===== src/rtl/csa_pkg.sv =====
// Shared types and helpers for the carry-select sequential adder.
package csa_pkg;
  localparam int SLICE_W = 2;

  typedef enum logic [1:0] {IDLE, RUN, DONE} csa_state_e;

  // Signed overflow: operands of equal sign producing a result of the other sign.
  function automatic logic signed_ovf(input logic a_sign, input logic b_sign, input logic s_msb);
    return (a_sign == b_sign) && (s_msb != a_sign);
  endfunction
endpackage


===== src/rtl/csa_slice2.sv =====
// 2-bit carry-select slice: produces sum and carry-out for both carry-in hypotheses.
module csa_slice2
  import csa_pkg::*;
(
  input  logic [SLICE_W-1:0] a,
  input  logic [SLICE_W-1:0] b,
  output logic [SLICE_W-1:0] sum_c0,
  output logic               cout_c0,
  output logic [SLICE_W-1:0] sum_c1,
  output logic               cout_c1
);
  function automatic logic [1:0] fa(input logic x, input logic y, input logic ci);
    return {(x & y) | (x & ci) | (y & ci), x ^ y ^ ci};
  endfunction

  logic [1:0] b0_h0, b0_h1, b1_h0, b1_h1;

  assign b0_h0 = fa(a[0], b[0], 1'b0);
  assign b0_h1 = fa(a[0], b[0], 1'b1);
  assign b1_h0 = fa(a[1], b[1], 1'b0);
  assign b1_h1 = fa(a[1], b[1], 1'b1);

  // Bit 1 is picked by bit 0's carry under each hypothesis.
  assign sum_c0  = {b0_h0[1] ? b1_h1[0] : b1_h0[0], b0_h0[0]};
  assign cout_c0 =  b0_h0[1] ? b1_h1[1] : b1_h0[1];
  assign sum_c1  = {b0_h1[1] ? b1_h1[0] : b1_h0[0], b0_h1[0]};
  assign cout_c1 =  b0_h1[1] ? b1_h1[1] : b1_h0[1];
endmodule


===== src/rtl/csa_seq_ctrl.sv =====
// Sequential add/sub: walks a 2-bit carry-select slice over the operands, LSB digit first.
module csa_seq_ctrl
  import csa_pkg::*;
#(
  parameter int WIDTH = 16
) (
  input  logic             clk,
  input  logic             rst_n,
  input  logic             in_valid,
  output logic             in_ready,
  input  logic [WIDTH-1:0] a,
  input  logic [WIDTH-1:0] b,
  input  logic             cin,
  input  logic             sub,
  output logic             out_valid,
  input  logic             out_ready,
  output logic [WIDTH-1:0] sum,
  output logic             cout,
  output logic             ovf,
  output logic             busy
);
  localparam int DIGITS = WIDTH / 2;
  localparam int CNT_W  = $clog2(DIGITS) + 1;

  generate
    if (WIDTH < 2 || (WIDTH % 2) != 0) begin : g_bad_width
      $error("csa_seq_ctrl: WIDTH must be even and >= 2");
    end
  endgenerate

  csa_state_e       state, state_nxt;
  logic [CNT_W-1:0] cnt;
  logic             carry;
  logic [WIDTH-1:0] a_reg, b_reg, res, res_nxt, b_eff;
  logic             a_sign, b_sign, cout_r, ovf_r;
  logic             accept, last;

  logic [SLICE_W-1:0] sum_c0, sum_c1, sel_sum;
  logic               cout_c0, cout_c1, sel_cout;

  always_ff @(posedge clk or negedge rst_n) begin
    if (!rst_n) state <= IDLE;
    else        state <= state_nxt;
  end

  always_comb begin
    state_nxt = state;
    in_ready  = 1'b0;
    out_valid = 1'b0;
    busy      = 1'b0;
    accept    = 1'b0;
    last      = 1'b0;
    unique case (state)
      IDLE: begin
        in_ready = 1'b1;
        if (in_valid) begin
          accept    = 1'b1;
          state_nxt = RUN;
        end
      end
      RUN: begin
        busy = 1'b1;
        if (cnt == CNT_W'(DIGITS - 1)) begin
          last      = 1'b1;
          state_nxt = DONE;
        end
      end
      DONE: begin
        busy      = 1'b1;
        out_valid = 1'b1;
        if (out_ready) state_nxt = IDLE;
      end
      default: state_nxt = IDLE;
    endcase
  end

  assign b_eff = sub ? ~b : b;

  csa_slice2 u_slice (
    .a       (a_reg[SLICE_W-1:0]),
    .b       (b_reg[SLICE_W-1:0]),
    .sum_c0  (sum_c0),
    .cout_c0 (cout_c0),
    .sum_c1  (sum_c1),
    .cout_c1 (cout_c1)
  );

  assign sel_sum  = carry ? sum_c1  : sum_c0;
  assign sel_cout = carry ? cout_c1 : cout_c0;

  // New digit enters at the MSB so the result lands aligned after DIGITS steps.
  generate
    if (WIDTH == SLICE_W) begin : g_one_digit
      assign res_nxt = sel_sum;
    end else begin : g_multi_digit
      assign res_nxt = {sel_sum, res[WIDTH-1:SLICE_W]};
    end
  endgenerate

  always_ff @(posedge clk or negedge rst_n) begin
    if (!rst_n) begin
      cnt    <= '0;
      carry  <= 1'b0;
      a_reg  <= '0;
      b_reg  <= '0;
      res    <= '0;
      a_sign <= 1'b0;
      b_sign <= 1'b0;
      cout_r <= 1'b0;
      ovf_r  <= 1'b0;
    end else if (accept) begin
      a_reg  <= a;
      b_reg  <= b_eff;
      carry  <= sub | cin;
      cnt    <= '0;
      a_sign <= a[WIDTH-1];
      b_sign <= b_eff[WIDTH-1];
    end else if (state == RUN) begin
      res   <= res_nxt;
      a_reg <= a_reg >> SLICE_W;
      b_reg <= b_reg >> SLICE_W;
      carry <= sel_cout;
      cnt   <= cnt + 1'b1;
      if (last) begin
        cout_r <= sel_cout;
        ovf_r  <= signed_ovf(a_sign, b_sign, sel_sum[SLICE_W-1]);
      end
    end
  end

  assign sum  = res;
  assign cout = cout_r;
  assign ovf  = ovf_r;
endmodule


===== config.mk =====
export PLATFORM = sky130hd
export DESIGN_NAME = csa_seq_ctrl
export DESIGN_NICKNAME = d
export VERILOG_FILES = /design/src/rtl/csa_pkg.sv /design/src/rtl/csa_slice2.sv /design/src/rtl/csa_seq_ctrl.sv
export SDC_FILE = /design/constraint.sdc
export NUM_CORES = 1
export LEC_CHECK = 0
export CAP_MARGIN = 20
export CORE_ASPECT_RATIO = 0.7
export CORE_UTILIZATION = 32
export DETAILED_ROUTE_END_ITERATION = 8
export PLACE_DENSITY = 0.59
export SLEW_MARGIN = 25
export SYNTH_ARGS = -nofsm -noshare
export SYNTH_HDL_FRONTEND = slang
export SYNTH_HIERARCHICAL = 1
export SYNTH_SLANG_ARGS = --single-unit

===== constraint.sdc =====
create_clock -name clk -period 2.8 [get_ports clk]
set_input_delay 0.28 -clock clk [delete_from_list [all_inputs] [get_ports clk]]
set_output_delay 0.28 -clock clk [all_outputs]
set_load 0.02 [all_outputs]

==> impl_results.md, run 1 <==
* Status: complete, no violations
* Post-synthesis sequential area ratio at 0.510
* Crit Path Class: reg2out
* Vias at between 1500 and 2000
* Total gr overflow at 0
* CTS tree: done
* Clk Latency, worst-skew pair at 320 ps
* Detail Route Antenna Nets at 0
* Area of the mapped netlist at 0.00290 mm²
* Fmax at 511 MHz
* CTS resizes at 0
* Iteration-0 DRC Markers at roughly 120
* DP Worst Slack at slightly below 900 ps
* Buf/Inv on CP at 2
* Post-Synthesis Cells at between 200 and 300
* Slew Limit Fails at 0
* Ratio of final minimum period to clock period at 0.699
* Delay-heaviest family, CP: buffers and inverters
* CP endpoint kind: output port
* Detailed Route WL at ~5.7 mm
* Hold_ws at approximately 110 ps
* Max-slew headroom at 0.384
* Nets at ~360
* Synth Flop Type: dfrtp_1
* Site Rows at 28
* Met1 Usage GRT at 0.174
* Largest net degree at the start of global routing at 60
* Max_cap viols at 0
* Number of synthesized register bits at 59
* # hold bufs at CTS at 0
* Worst vdd ir at between 0.0004 and 0.0005 V
* Gr busiest metal: met2
* Setup tns final at 0 ps
* Synth Net Count at between 300 and 400
* PortBufs at 58
* Synth Warn # at 6
* GP Congestion at between 0.7 and 0.8
* Library cells used by synthesis at 27
* RSZ-0062 raised after global routing: false
* Vias in the first global route at between 1500 and 2000
* Pwr dens at roughly 1200 mW/mm²
* N_diodes at 0
* Critical Path AT at roughly 1700 ps
* Worst-path clk slew at roughly 50 ps
* Post-Layout Cell Count at ~440
* Global Route met3 Usage at 0.0450
* Mapped Avg Cell Area at between 10 and 15 µm²
* Post-DP Area at between 0.003 and 0.004 mm²
* Root buf cell: clkbuf_16
* Crit-path slowest cell: clkdlybuf4s50_1
* # DRC at 0
* First-pass GRT wire length at just over 9 mm
* Die area at between 0.009 and 0.01 mm²
* Post-synth EDFFs at 0
* Startpoint Class: flip-flop
* Clock Tree Buf Depth at 2
* Worst EP required at 2520 ps
* GRT Overall Usage at 0.129
* Hold Path Class: in2async
* Slew @ Worst Pin at around 920 ps
* Initial core utilization at 0.336
* Final setup fails at 0
* Max incr delay on CP at roughly 590 ps
* Die height at between 80 and 90 µm
* Final Cell Area at slightly below 0.004 mm²
* Drt first pass iters at 4
* Core Region at about 0.0086 mm²
* CP Cell Sequence: inv_1 -> ha_1 -> clkdlybuf4s50_1
* Area Growth Syn to Fin at 33.7%
* Met2 Usage GRT at 0.195
* Avg WL per Cell at between 10 and 15 µm
* Crit-path max FO at 3
* Final HPWL DP at between 3 and 4 mm
* Tmin final at around 2000 ps
* Placed Cells at about 430
* Number of H-tree levels at 3
* Ys async rst share at 1.00
* Die width at 116 µm
* Post-CTS Setup Repair Bufs at 0
* Share of layout cells above drive strength 1 at 0.127
* CTS Buf Count at 9
* Clock sinks at 59
* Clock skew at between 6 and 7 ps
* Leak at about 1.7 nW
* Antenna violations before repair at 0
* Boundary pin count at about 60
* DR vias/cell at 4.49
* Fin worst setup slack at between 800 and 900 ps
* Fin. Hold Viols at 0
[routing by layer]
layer  wire length, µm  share of wire
met3               260          0.046
met5                 0              0
met4                19         0.0033
met2              2440           0.43
met1              2970           0.52
[kinds of logic (layout without fill, tap and decap cells)]
kind of cell             Yosys count  in the layout  share of synthesized area
flip-flops                        59             59                      0.510
multiplexers                      51             51                      0.187
AND/OR/NAND/NOR                   58             58                     0.0916
adder cells (fa/ha/maj)            9              9                     0.0389
XOR/XNOR                          21             21                     0.0635
AO/OA/AOI/OAI                     39             39                     0.0708
buffers and inverters             24             85                     0.0389
[area by class of cell]
cell class / count / area, µm²
Clock inverter: 6 / 66.3
Tap cell: 120 / 150
Timing Repair Buffer: 61 / 611
Clock buffer: 10 / 229
Inverter: 8 / 30.0
Multi-Input combinational cell: 178 / 1310
Fill cell: 858 / 4750
Sequential cell: 59 / 1480
[where the power goes]
part / internal [W] / total [W] / leakage, nW / switching [W]
logic: 0.000978 / 0.00191 / 0.852 / 0.000929
clock network: 0.000687 / 0.00106 / 0.135 / 0.000377
registers: 0.00126 / 0.00151 / 0.724 / 0.000252
[synth_stat cells (2+ instances only)]
cell | count | area, µm²
buf_2 | 6 | 30.0
ha_1 | 9 | 113
nand2_1 | 38 | 143
nand3b_1 | 5 | 37.5
dfrtp_1 | 59 | 1480
nor2b_1 | 2 | 12.5
mux2_4 | 2 | 30.0
xnor2_1 | 4 | 35.0
nor2_1 | 7 | 26.3
buf_4 | 2 | 15.0
mux2_2 | 16 | 180
xor2_1 | 17 | 149
a21oi_1 | 4 | 20.0
clkbuf_1 | 7 | 26.3
o21ai_0 | 32 | 160
inv_1 | 8 | 30.0
mux2i_1 | 33 | 330
[per-stage QoR]
| stage | power, W | util |
|---|---|---|
| 2_1_floorplan | 0.00284 | - |
| 3_3_place_gp | 0.00342 | 0.415 |
| 3_5_place_dp | 0.00346 | 0.415 |
| 4_1_cts | 0.00454 | 0.449 |
| 5_1_grt | 0.00481 | 0.449 |
| 6_report | 0.00448 | 0.449 |
[layout by cell type (no fill, tap or decap), drive strengths merged]
master,synthesis,final
and3b,1,1
a211oi,1,1
o32a,1,1
xor2,17,17
or3b,1,1
nand4,1,1
nor3,1,1
mux2,18,18
inv,8,8
nor2b,2,2
o31ai,1,1
xnor2,4,4
nor2,7,7
nand3b,5,5
buf,9,4
ha,9,9
clkbuf,7,10
or2,1,1
a21oi,4,4
clkdlybuf4s50,0,57
bufinv,0,1
and2,1,1
clkinvlp,0,3
o21ai,32,32
dfrtp,59,59
mux2i,33,33
clkinv,0,2
nand2,38,38
[path summary, 6_finish.rpt]
path	from	to	slack, ps	depth (start not counted)
max in group asynchronous	rst_n	state[0]$_DFFE_PN0P_	2210	2
setup / recovery	state[1]$_DFFE_PN0P_	busy	840	3
hold / removal	rst_n	a_reg[2]$_DFFE_PN0P_	110	2
setup reg to reg	state[1]$_DFFE_PN0P_	cout$_DFFE_PN0P_	930	4
hold reg to reg	a_sign$_DFFE_PN0P_	a_sign$_DFFE_PN0P_	500	2
min in group clk	a_sign$_DFFE_PN0P_	a_sign$_DFFE_PN0P_	500	2
[worst register-to-register path: stages (launching register included)]
cell     delay, ps
dfrtp_1        410
inv_1          120
ha_2           460
or3b_4         460
mux2_4         310
Power figures use the tool's default switching activity.
==> run 2, diff against run 1 <==
- PLACE_DENSITY: 0.59 -> 0.61
- clock period: 2.8 -> 1.7 ns (I/O delays scaled with it)
==> run 2 against run 1 <==
  * Clock skew hardly changed
  * Sequential share of layout area down 1.5 points
  * Power is 78% higher
  * First-iteration DRC count up 7.0%
  * Clock power is 100% higher
  * Sequential power rose by 65%
  * Wire length increased by 0.40%
  * Core utilization rose by 1.9 points
  * Combinational power grew 74%
  * Cell count grew 1.4%
  * Design area grew 4.2%
  * Clock-buffer cell count rose by 2
==> impl_results.md, run 2 (same netlist as run 1, synthesis figures left out) <==
* DP Worst Slack at -2.44 ps (-883 ps)
* Buf/Inv on CP at 2 (unchanged)
* Crit-path slowest cell: dfrtp_1
* Leading cell type in the layout, fill and taps excluded: dfrtp_1
* First-pass GRT wire length at 9.35 mm (+2.8%)
* Crit Path Class: reg2reg
* RSZ-0062 raised after global routing: true
* Worst vdd ir at 0.00132 V (+200%)
* Leak at 1.80 nW (+5.2%)
* Core Region at 0.00862 mm² (unchanged)
* Root buf cell: clkbuf_16
* Max incr delay on CP at 390 ps (-200 ps)
* # DRC at 0 (unchanged)
* Total gr overflow at 0 (unchanged)
* Slew Limit Fails at 0 (unchanged)
* Placed Cells at 427 (+0.23%)
* Clock Tree Buf Depth at 2 (unchanged)
* Crit path launch: state[1]$_DFFE_PN0P_
* Vias in the first global route at 1936 (+0.47%)
* Largest net degree at the start of global routing at 65 (+8.3%)
* Worst EP required at 1900 ps (-620 ps)
* Vias at 2002 (+0.96%)
* Avg WL per Cell at 12.8 µm (-0.94%)
* Clk Latency, worst-skew pair at 320 ps (about the same)
* Status: complete, no violations
* CTS Buf Count at 9 (unchanged)
* Startpoint Class: flip-flop
* Die width at 116 µm (unchanged)
* Boundary pin count at 59 (unchanged)
* Ratio of final minimum period to clock period at 0.969
* Clock skew at 6.37 ps (-0.135 ps)
* Crit-path max FO at 56 (+53)
* Detail Route Antenna Nets at 0 (unchanged)
* Critical Path AT at 1840 ps (+160 ps)
* Worst-path clk slew at 50 ps (about the same)
* Number of H-tree levels at 3 (unchanged)
* Most frequent cells in the layout: dfrtp_1 (59), clkdlybuf4s50_1 (54), nand2_1 (38)
* PortBufs at 58 (unchanged)
* N_diodes at 0 (unchanged)
* Pwr dens at 1970 mW/mm² (+70%)
* Delay-heaviest family, CP: buffers and inverters
* Slew @ Worst Pin at 388 ps (-534 ps)
* Die height at 81.6 µm (unchanged)
* Area Growth Syn to Fin at 39.4%
* Final HPWL DP at 3.73 mm (-4.2%)
* Post-Layout Cell Count at 448 (+1.4%)
* Tmin final at around 1600 ps
* Clock sinks at 59 (unchanged)
* GRT Overall Usage at 0.133 (+0.00346)
* Drt first pass iters at 4 (unchanged)
* Antenna violations before repair at 0 (unchanged)
* CTS tree: done
* Fin worst setup slack at 53.0 ps (-788 ps)
* Max-slew headroom at 0.741 (+0.358)
* Fin. Hold Viols at 0 (unchanged)
* Die area at 0.00944 mm² (unchanged)
* DR vias/cell at 4.47 (-0.39%)
* Fmax at roughly 600 MHz
* Share of layout cells above drive strength 1 at 0.159 (+0.0312)
* GP Congestion at 0.686 (-2.7%)
* Max_cap viols at 0 (unchanged)
* CP endpoint kind: flip-flop
* Reg2reg start: state[1]$_DFFE_PN0P_
* Hold Path Class: in2async
* CP Cell Sequence: inv_1 -> ha_2 -> buf_12 -> mux2_2
* Iteration-0 DRC Markers at 123 (+7.0%)
* Nets at 370 (+1.6%)
* Detailed Route WL at 5.72 mm (+0.40%)
* Final setup fails at 0 (unchanged)
* Initial core utilization at 0.336 (unchanged)
* Site Rows at 28 (unchanged)
==> run 2: cell types whose count changed in the layout (fill, tap and decap cells not counted), sizes merged <==
cell,previous run,this run
clkinvlp,3,0
dlygate4sd2,0,3
bufinv,1,3
clkbuf,10,12
dlygate4sd3,0,1
clkinv,2,1
clkdlybuf4s50,57,54
buf,4,9
==> run 2: path summary, 6_finish.rpt <==
| kind | end | slack, ps | cells past startpoint |
|---|---|---|---|
| max | sum[13]$_DFFE_PN0P_ | 50 | 4 |
| min | a_reg[2]$_DFFE_PN0P_ | 390 | 3 |
| max reg2reg | sum[13]$_DFFE_PN0P_ | 50 | 4 |
| min reg2reg | b_sign$_DFFE_PN0P_ | 500 | 2 |
| max in group asynchronous | b_reg[12]$_DFFE_PN0P_ | 1040 | 3 |
| min in group clk | a_reg[1]$_DFFE_PN0P_ | 420 | 3 |
==> run 2: timing repair <==
action | CTS | global route
buffers inserted | 3 | 1
hold buffers | 1 | 0
hold endpoints to repair | 59 | 0
endpoints found under the setup margin | 5 | 37
gates resized for setup | 3 | 4
==> run 2: worst reg2reg max path, stage by stage (launching register included) <==
cell and delay (ps):
dfrtp_1 390, inv_1 140, ha_2 250, buf_12 290, mux2_2 450
==> run 2: through the flow <==
| step | hold WS [ps] | setup TNS [ps] | cell area (µm²) | power (W) | utilization |
|---|---|---|---|---|---|
| 5_1_grt | 416 | -91.5 | 4040 | 0.00854 | 0.468 |
| 6_report | 389 | 0 | 4040 | 0.00796 | 0.468 |
| 4_1_cts | 408 | 0 | 4010 | 0.00801 | 0.466 |
| 3_5_place_dp | 201 | -2.44 | 3620 | 0.00571 | 0.420 |
| 3_3_place_gp | 203 | 0 | 3620 | 0.00561 | 0.420 |
| 2_1_floorplan | -126 | 0 | 2910 | 0.00472 | - |
==> run 2: layer usage <==
layer | GRT usage | part of all wire | up-vias
met1 | 0.180 | 0.52 | 928
met4 | 0.0551 | 0.020 | 0
met3 | 0.0487 | 0.063 | 14
met2 | 0.190 | 0.39 | 51
met5 | 0 | 0 | -
li1 | - | - | 1009
==> run 2: layout make-up <==
| type | count | area, µm² |
|---|---|---|
| inverters | 8 | 30.0 |
| clock inverters | 4 | 95.1 |
| flip-flops and latches | 59 | 1480 |
| multi-input cells | 178 | 1340 |
| clock buffers | 12 | 267 |
| repair buffers | 67 | 683 |
| fillers | 827 | 4580 |
| well taps | 120 | 150 |
==> run 2: power breakdown <==
part | switching [W] | internal, W
Sequential | 0.000423 | 0.00207
Combinational | 0.00157 | 0.00176
Clock | 0.000591 | 0.00155
Total | 0.00258 | 0.00538
==> run 3, diff against run 2 <==
- CORE_ASPECT_RATIO: 0.7 -> 0.6
- CORE_MARGIN: not set -> 5
==> run 3 against run 2 <==
  * Flip-flop and latch count unchanged
  * Register-to-register slack better by 40 ps
  * Worst setup slack better by 36 ps
  * Core utilization up 0.056 points
  * Via count down 0.20%
  * Critical path depth up 1
  * Worst hold slack worse by 16 ps
  * Combinational power up 2%
  * Power up 0.72%
  * Global-route usage down 1.4 points
  * Largest cell class unchanged
==> impl_results.md, run 3 (same netlist as run 1, synthesis figures left out) <==
* RSZ-0062 raised after global routing: false
* Fin. Hold Viols at 0 (unchanged)
* Largest net degree at the start of global routing at 65 (unchanged)
* Slew Limit Fails at 0 (unchanged)
* Vias in the first global route at 2154 (+11%)
* Leak at 1.82 nW (+1.0%)
* Die area at 0.0111 mm² (+18%)
* Total gr overflow at 0 (unchanged)
* CTS tree: done
* Setup tns final at 0 ps (unchanged)
* Status: complete, no violations
* Nets at 373 (+0.81%)
* Final setup fails at 0 (unchanged)
* Detailed Route WL at 6.13 mm (+7.3%)
* Crit-path slowest cell: or3b_4
* Ratio of final minimum period to clock period at 0.948 (-0.0209)
* Slew @ Worst Pin at 361 ps (-27.5 ps)
* Final HPWL DP at 4.40 mm (+18%)
* Detail Route Antenna Nets at 0 (unchanged)
* Drt first pass iters at 4 (unchanged)
* Hold_ws at 374 ps (-15.9 ps)
* Iteration-0 DRC Markers at 77 (-37%)
* Root buf cell: clkbuf_16
* Most frequent cells in the layout: dfrtp_1 (59), clkdlybuf4s50_1 (54), nand2_1 (38)
* Avg WL per Cell at 13.8 µm (+8.5%)
* Worst vdd ir at 0.000623 V (-53%)
* Clock sinks at 59 (unchanged)
* Initial core utilization at 0.335 (-0.00136)
* Startpoint Class: flip-flop
* Tmin final at 1610 ps (-35.6 ps)
* Core Region at 0.00865 mm² (+0.41%)
* Max incr delay on CP at 410 ps (+20 ps)
* Area Growth Syn to Fin at 40.1%
* Site Rows at 26 (-7.1%)
* GP Congestion at 0.730 (+6.5%)
* Crit Path Class: reg2reg
* N_diodes at 0 (unchanged)
* Reg2Reg Depth at 5 (+1)
* Clock skew at 6.53 ps (+0.156 ps)
* First-pass GRT wire length at 10.7 mm (+14%)
* Pwr dens at 1980 mW/mm² (+0.19%)
* Share of layout cells above drive strength 1 at 0.166 (+0.00763)
* Die width at 133 µm (+15%)
* Crit-path max FO at 4 (-93%)
* Max-slew headroom at 0.759 (+0.0178)
* Fmax at 621 MHz (+2.2%)
* CP Cell Sequence: inv_2 -> ha_4 -> and2_4 -> or3b_4 -> mux2_4
* Antenna violations before repair at 0 (unchanged)
* CP endpoint kind: flip-flop
* Max_cap viols at 0 (unchanged)
* Worst EP required at 1900 ps (about the same)
* Hold Path Class: in2async
* Boundary pin count at 59 (unchanged)
* Clk Latency, worst-skew pair at 320 ps (about the same)
* Clock Tree Buf Depth at 2 (unchanged)
* Number of H-tree levels at 3 (unchanged)
* Die height at 83.7 µm (+2.6%)
* Worst-path clk slew at 50 ps (about the same)
* CTS Buf Count at 9 (unchanged)
* Critical Path AT at 1820 ps (-20 ps)
* DR vias/cell at 4.51 (+0.93%)
* Leading cell type in the layout, fill and taps excluded: dfrtp_1
* GRT Overall Usage at 0.118 (-0.0144)
* # DRC at 0 (unchanged)
* Vias at 1998 (-0.20%)
* PortBufs at 58 (unchanged)
## run 3: what timing repair did
item / CTS / global route
gates cloned: 0 / 0
resized for setup: 3 / 3
endpoints found under the setup margin: 3 / 3
endpoints found under the hold margin: 59 / 0
hold buffers: 1 / 0
buffers inserted: 0 / 3
## run 3: worst paths after layout
| kind | start | slack, ps | end |
|---|---|---|---|
| min | rst_n | 370 | b_reg[8]$_DFFE_PN0P_ |
| max | state[1]$_DFFE_PN0P_ | 90 | cout$_DFFE_PN0P_ |
| max in group asynchronous | rst_n | 1060 | sum[11]$_DFFE_PN0P_ |
| min reg2reg | a_sign$_DFFE_PN0P_ | 480 | a_sign$_DFFE_PN0P_ |
| max reg2reg | state[1]$_DFFE_PN0P_ | 90 | cout$_DFFE_PN0P_ |
| min in group clk | a[14] | 390 | a_reg[14]$_DFFE_PN0P_ |
## run 3: per-stage QoR
stage          utilization  cells  setup WS (ps)  total power, W  area, µm²
6_report             0.469    443           88.6         0.00801       4060
5_1_grt              0.469    443           14.2         0.00862       4060
3_5_place_dp         0.422    423           29.4         0.00588       3650
4_1_cts              0.465    440           21.0         0.00805       4020
3_3_place_gp         0.422    423           73.9         0.00577       3650
2_1_floorplan            -    261           2.00         0.00472       2910
## run 3: final cells by class
type	instances	area (µm²)
clock inverters	4	95.1
well taps	112	140
flip-flops and latches	59	1480
inverters	8	30.0
clock buffers	12	267
fillers	808	4600
repair buffers	70	714
multi-input cells	178	1340
## run 3: routing by layer
layer  vias up  GRT usage  wire length (µm)
met5         -          0                 0
met4         0     0.0425                94
met3         8     0.0386               224
met2        33      0.175              2750
met1       942      0.161              3060
li1       1015          -                 -
## run 3: power breakdown
group | leakage [nW] | internal [W] | switching [W]
clock | 0.179 | 0.00155 | 0.000587
sequential | 0.724 | 0.00207 | 0.000433
combinational | 0.916 | 0.00176 | 0.00162
## run 3: critical path, delay by kind of cell, from the launching register on
kind / cells / cell delay (ps)
multiplexers: 1 / 300
buffers and inverters: 1 / 80
adder cells (fa/ha/maj): 1 / 160
flip-flops: 1 / 390
AND/OR/NAND/NOR: 2 / 550
